`config.mk`:
```
export PLATFORM = sky130hd
export DESIGN_NAME = seven_segment
export DESIGN_NICKNAME = d
export VERILOG_FILES = /design/src/rtl/seven_segment_pkg.sv /design/src/rtl/seven_segment_rom.sv /design/src/rtl/seven_segment.sv
export SDC_FILE = /design/constraint.sdc
export NUM_CORES = 1
export LEC_CHECK = 0
export CORE_AREA = 2 2 39 41
export CTS_CLUSTER_SIZE = 10
export DETAILED_ROUTE_END_ITERATION = 8
export DIE_AREA = 0 0 41 43
export SYNTH_ARGS = -nofsm -noshare
export SYNTH_HDL_FRONTEND = slang
export SYNTH_SLANG_ARGS = --single-unit
```
`constraint.sdc`:
```
create_clock -name clk -period 2.6 [get_ports clk]
set_clock_uncertainty 0.2 [all_clocks]
set_input_delay 0.52 -clock clk [delete_from_list [all_inputs] [get_ports clk]]
set_output_delay 0.52 -clock clk [all_outputs]
set_load 0.005 [all_outputs]
```
`src/rtl/seven_segment_pkg.sv`:
```
// Shared segment-pattern type and glyph constants for the seven_segment slice.
// Bit order is A (bit 6) down to G (bit 0); patterns are active-high (1 = lit).
package seven_segment_pkg;

    typedef logic [6:0] seg_t;

    localparam seg_t SEG_BLANK = 7'b0000000;
    localparam seg_t SEG_0     = 7'b1111110;
    localparam seg_t SEG_1     = 7'b0110000;
    localparam seg_t SEG_2     = 7'b1101101;
    localparam seg_t SEG_3     = 7'b1111001;
    localparam seg_t SEG_4     = 7'b0110011;
    localparam seg_t SEG_5     = 7'b1011011;
    localparam seg_t SEG_6     = 7'b1011111;
    localparam seg_t SEG_7     = 7'b1110000;
    localparam seg_t SEG_8     = 7'b1111111;
    localparam seg_t SEG_9     = 7'b1111011;
    localparam seg_t SEG_HEX_A = 7'b1110111;
    localparam seg_t SEG_HEX_B = 7'b0011111;
    localparam seg_t SEG_HEX_C = 7'b1001110;
    localparam seg_t SEG_HEX_D = 7'b0111101;
    localparam seg_t SEG_HEX_E = 7'b1001111;
    localparam seg_t SEG_HEX_F = 7'b1000111;

endpackage

```
`src/rtl/seven_segment_rom.sv`:
```
// Combinational BCD/hex to active-high segment decode.
// Define SEVEN_SEGMENT_HEX_EN to show glyphs A-F for 10-15; otherwise they blank.
module seven_segment_rom
    import seven_segment_pkg::*;
(
    input  logic [3:0] value,
    output seg_t       pattern
);

    always_comb begin
        pattern = SEG_BLANK;
        case (value)
            4'd0:    pattern = SEG_0;
            4'd1:    pattern = SEG_1;
            4'd2:    pattern = SEG_2;
            4'd3:    pattern = SEG_3;
            4'd4:    pattern = SEG_4;
            4'd5:    pattern = SEG_5;
            4'd6:    pattern = SEG_6;
            4'd7:    pattern = SEG_7;
            4'd8:    pattern = SEG_8;
            4'd9:    pattern = SEG_9;
`ifdef SEVEN_SEGMENT_HEX_EN
            4'd10:   pattern = SEG_HEX_A;
            4'd11:   pattern = SEG_HEX_B;
            4'd12:   pattern = SEG_HEX_C;
            4'd13:   pattern = SEG_HEX_D;
            4'd14:   pattern = SEG_HEX_E;
            4'd15:   pattern = SEG_HEX_F;
`endif
            default: pattern = SEG_BLANK;
        endcase
    end

endmodule

```
`src/rtl/seven_segment.sv`:
```
// Registered seven-segment driver: decode {W,X,Y,Z}, apply polarity, register.
// Hex glyphs for 10-15 are enabled by defining SEVEN_SEGMENT_HEX_EN.
module seven_segment
    import seven_segment_pkg::*;
#(
    parameter bit ACTIVE_LOW_SEG = 1'b0
)
(
    input  logic clk,
    input  logic rst_n,
    input  logic W,
    input  logic X,
    input  logic Y,
    input  logic Z,
    output logic A,
    output logic B,
    output logic C,
    output logic D,
    output logic E,
    output logic F,
    output logic G
);

    // Polarity is folded in before the register so the outputs come straight off flops.
    localparam seg_t POL_MASK = ACTIVE_LOW_SEG ? '1 : '0;

    seg_t pattern;
    seg_t seg_q;

    seven_segment_rom u_rom (
        .value   ({W, X, Y, Z}),
        .pattern (pattern)
    );

    always_ff @(posedge clk) begin
        if (!rst_n) begin
            seg_q <= SEG_BLANK ^ POL_MASK;
        end else begin
            seg_q <= pattern ^ POL_MASK;
        end
    end

    assign {A, B, C, D, E, F, G} = seg_q;

endmodule

```
==> results.txt <==
----------------------------------------------------
[Power and ir drop]
  Combinational cell fraction of total power ... 19.7%
  Maximum VDD drop ... 0.112 mV
  Overall power of the completed layout ... 265 uW
  Register share of total power ... 44.2%
  Internal power of the cells ... 204 uW
  Switching power ... 60.7 uW
  Power density of the placed cells ... 496 nW/um^2
  Part of the total power dissipated in the clock network ... 36.0%
  Static power due to leakage ... 0.240 nW
  Share of total power consumed by net switching ... 22.9%

[Clock network]
  Hold-fix buffers at CTS ... 0
  Setup Fix Bufs, Post-CTS ... 0
  Deepest level of the CTS H-tree ... 1
  Count of clock tree sinks ... 7
  Resized Gates After CTS ... 0
  Clock buffers created by TritonCTS ... 3
  Clock root cell ... clkbuf_4
  Clock slew at reported path FFs ... 0.05 ns
  Number of buffers on the longest clock path ... 2
  CTS tree ... yes

[Hold path]
  Hold Path Depth ... 3
  Launch point of the worst hold path ... X
  Worst Hold Endpoint ... seg_q[3]$_SDFF_PN0_
  Worst Hold Class ... primary input to register

[Synth]
  Sequential cell area fraction in the yosys report ... 37.0%
  Top-area cell type share of the netlist area ... 37.0%
  Cell Area, Synth ... 379 sq um
  Most frequently used cell type in the post-synthesis netlist ... dfxtp_1
  Synth top area cells ... dfxtp_1, ha_1, mux2i_1
  Count of different cell masters after synthesis ... 18
  Post-synthesis sequential element count ... 7
  Average footprint of a synthesized cell ... 9.72 sq um
  Post-synth net total ... 51
  Most instantiated flip-flop cell in the synthesis netlist ... dfxtp_1
  Number of flops mapped to enable cells by yosys ... 0
  Most used standard cells in the synthesized netlist ... dfxtp_1, ha_1, inv_1, o21ai_0
  Synthesis Warnings ... 0
  Synthesized instance count ... 39
  Synth async-reset ratio ... 0%
  Yosys top cell by area ... dfxtp_1

[Worst setup path]
  Worst Path Class, Setup ... primary input to register
  Kind of launch point of the worst setup path ... primary input
  Critical path buffers and inverters ... 2
  Data required, critical path ... 2.54 ns
  Kind of cell adding the most delay to the critical path ... buffers and inverters
  Worst endpoint data arrival time ... 1.84 ns
  Biggest cell delay along the critical path ... 0.64 ns
  Ordered cell list for the critical path ... clkdlybuf4s50_1, inv_1, ha_1, nor2_1, o21a_1
  Crit end category ... register
  Cell type of the slowest stage on the worst timing path ... clkdlybuf4s50_1
  Largest fanout of any net on the critical path ... 8

[GRT]
  Total global routing overflow ... 0
  Number of antenna violations at the first check in global routing ... 0
  Maximum number of pins on one net before global-route repair ... 9
  Overall fraction of global-route tracks in use ... 9.24%
  Global-route wire length before repair ... 1050 um
  Number of global-route vias before repair ... 271

[STA]
  RSZ-0062 raised after global routing ... no
  Worst hold margin ... 0.806 ns
  Max_slew headroom ... 80.2%
  Fmax ... 527 MHz
  Portion of the clock cycle consumed by the worst path in the final layout ... 73.0%
  Final setup violation count ... 0
  Number of max-slew violations in the final report ... 0
  Hold violation total from the final report ... 0
  Slew at the pin with the worst max-slew slack ... 0.296 ns
  Final sum of negative setup slack ... 0 ns
  Time the worst path needs with I/O delays and setup ... 1.90 ns

[Job]
  Max-cap violations ... 0

[Drt]
  Number of nets with antenna violations after detailed routing ... 0
  Count of unresolved DRC violations after routing ... 0
  Total detailed-routing wirelength ... 687 um
  1st-pass router iterations ... 4
  Starting DRT DRC Count ... 7
  Total vias in the final route ... 311
  Average wire per standard cell ... 9.81 um
  Vias/cell ... 4.44

[Finish]
  Nets ... 67
  Layout cell share with drive strength beyond 1 ... 7.41%
  Filler Cells Inserted ... 152
  Area added between synthesis and finish ... 40.9%
  Final std cells w/o fill ... 70
  Largest registers ... seg_q x7
  Register containing the most flip-flops in the final layout ... seg_q
  Ant diodes ... 0
  Max reg flops ... 7
  Final design area excluding fillers ... 534 sq um

[Die]
  Core Rows ... 14
  Ports placed on the boundary ... 13
  Die X ... 41 um
  Initial standard-cell utilization of the core ... 27.4%
  Area of the core region ... 1380 sq um
  Die ar. ... 1760 sq um
  Die outline height ... 43 um

[Place]
  HPWL after detailed placement ... 563 um
  Area of placed instances ... 508 sq um
  Placer's final routability congestion estimate ... 0.835
  Instance count after placement with tap cells included ... 66
  Count of buffers inserted at the top-level ports ... 12

[Status]
  Result of the run ... completed

----------------------------------------------------
worst min-delay path: stages:
cell and delay (ns):
clkdlybuf4s50_1 0.50, nand2b_4 0.11, o21ai_0 0.07
per-stage QoR:
stage	worst slack [ns]	util [%]
after global placement	0.483	36.7
final	0.702	38.6
after global routing	0.635	38.6
after floorplan	1.13	-
after CTS	0.725	38.6
after detailed placement	0.453	36.7
kinds of logic (layout without fill, tap and decap cells):
logic type	Yosys count	after routing	share of synthesized area (%)
flops	7	7	37.0
fa+ha+maj	6	6	19.8
simple gates	9	9	14.9
compound gates	9	9	13.9
buf+inv	5	20	6.93
xor+xnor	1	1	2.31
mux	2	2	5.28
power groups by stage:
stage | Combinational [mW] | Clock (mW) | Sequential, mW
floorplan | 0.0225 | 0 | 0.120
CTS | 0.0526 | 0.100 | 0.117
global placement | 0.0524 | 0 | 0.119
global route | 0.0580 | 0.107 | 0.118
detailed placement | 0.0525 | 0 | 0.119
finish | 0.0523 | 0.0954 | 0.117
how the worst max path moves through the flow:
stage / end / slack, ns / from / depth (start not counted)
floorplan: seg_q[0]$_SDFF_PN0_ / 1.13 / W / 4
global placement: seg_q[5]$_SDFF_PN0_ / 0.48 / Y / 5
detailed placement: seg_q[5]$_SDFF_PN0_ / 0.45 / Y / 5
CTS: seg_q[6]$_SDFF_PN0_ / 0.72 / Y / 6
global route: seg_q[3]$_SDFF_PN0_ / 0.64 / Y / 6
finish: seg_q[5]$_SDFF_PN0_ / 0.70 / Y / 5
layer usage:
layer,global-route usage [%],wire length (um)
met3,1.57,61
met2,14.4,353
met5,0,0
met4,10.0,0
met1,9.00,271
cells in the final DEF, fill, tap and decap left out:
cell type	n
clkdlybuf4s50_1	12
dfxtp_1	7
ha_1	6
inv_1	4
o21ai_0	4
clkbuf_4	3
a21oi_1	2
o21a_1	2
nand2_1	2
mux2i_1	2
nor2_1	1
xnor2_1	1
nand2b_4	1
or3b_1	1
nor3_1	1
nand2b_1	1
nand3_1	1
a22oi_1	1
nor2b_1	1
clkbuf_1	1
area by class of cell:
| type | count | area [sq um] | area share [%] |
|---|---|---|---|
| multi-input combinational | 27 | 213 | 39.8 |
| sequential | 7 | 140 | 26.2 |
| timing repair buffer | 12 | 120 | 22.5 |
| clock buffer | 4 | 26.3 | 4.92 |
| tap | 16 | 20.0 | 3.75 |
| inverter | 4 | 15.0 | 2.81 |
Note: power is estimated with default switching activity, not from simulation.
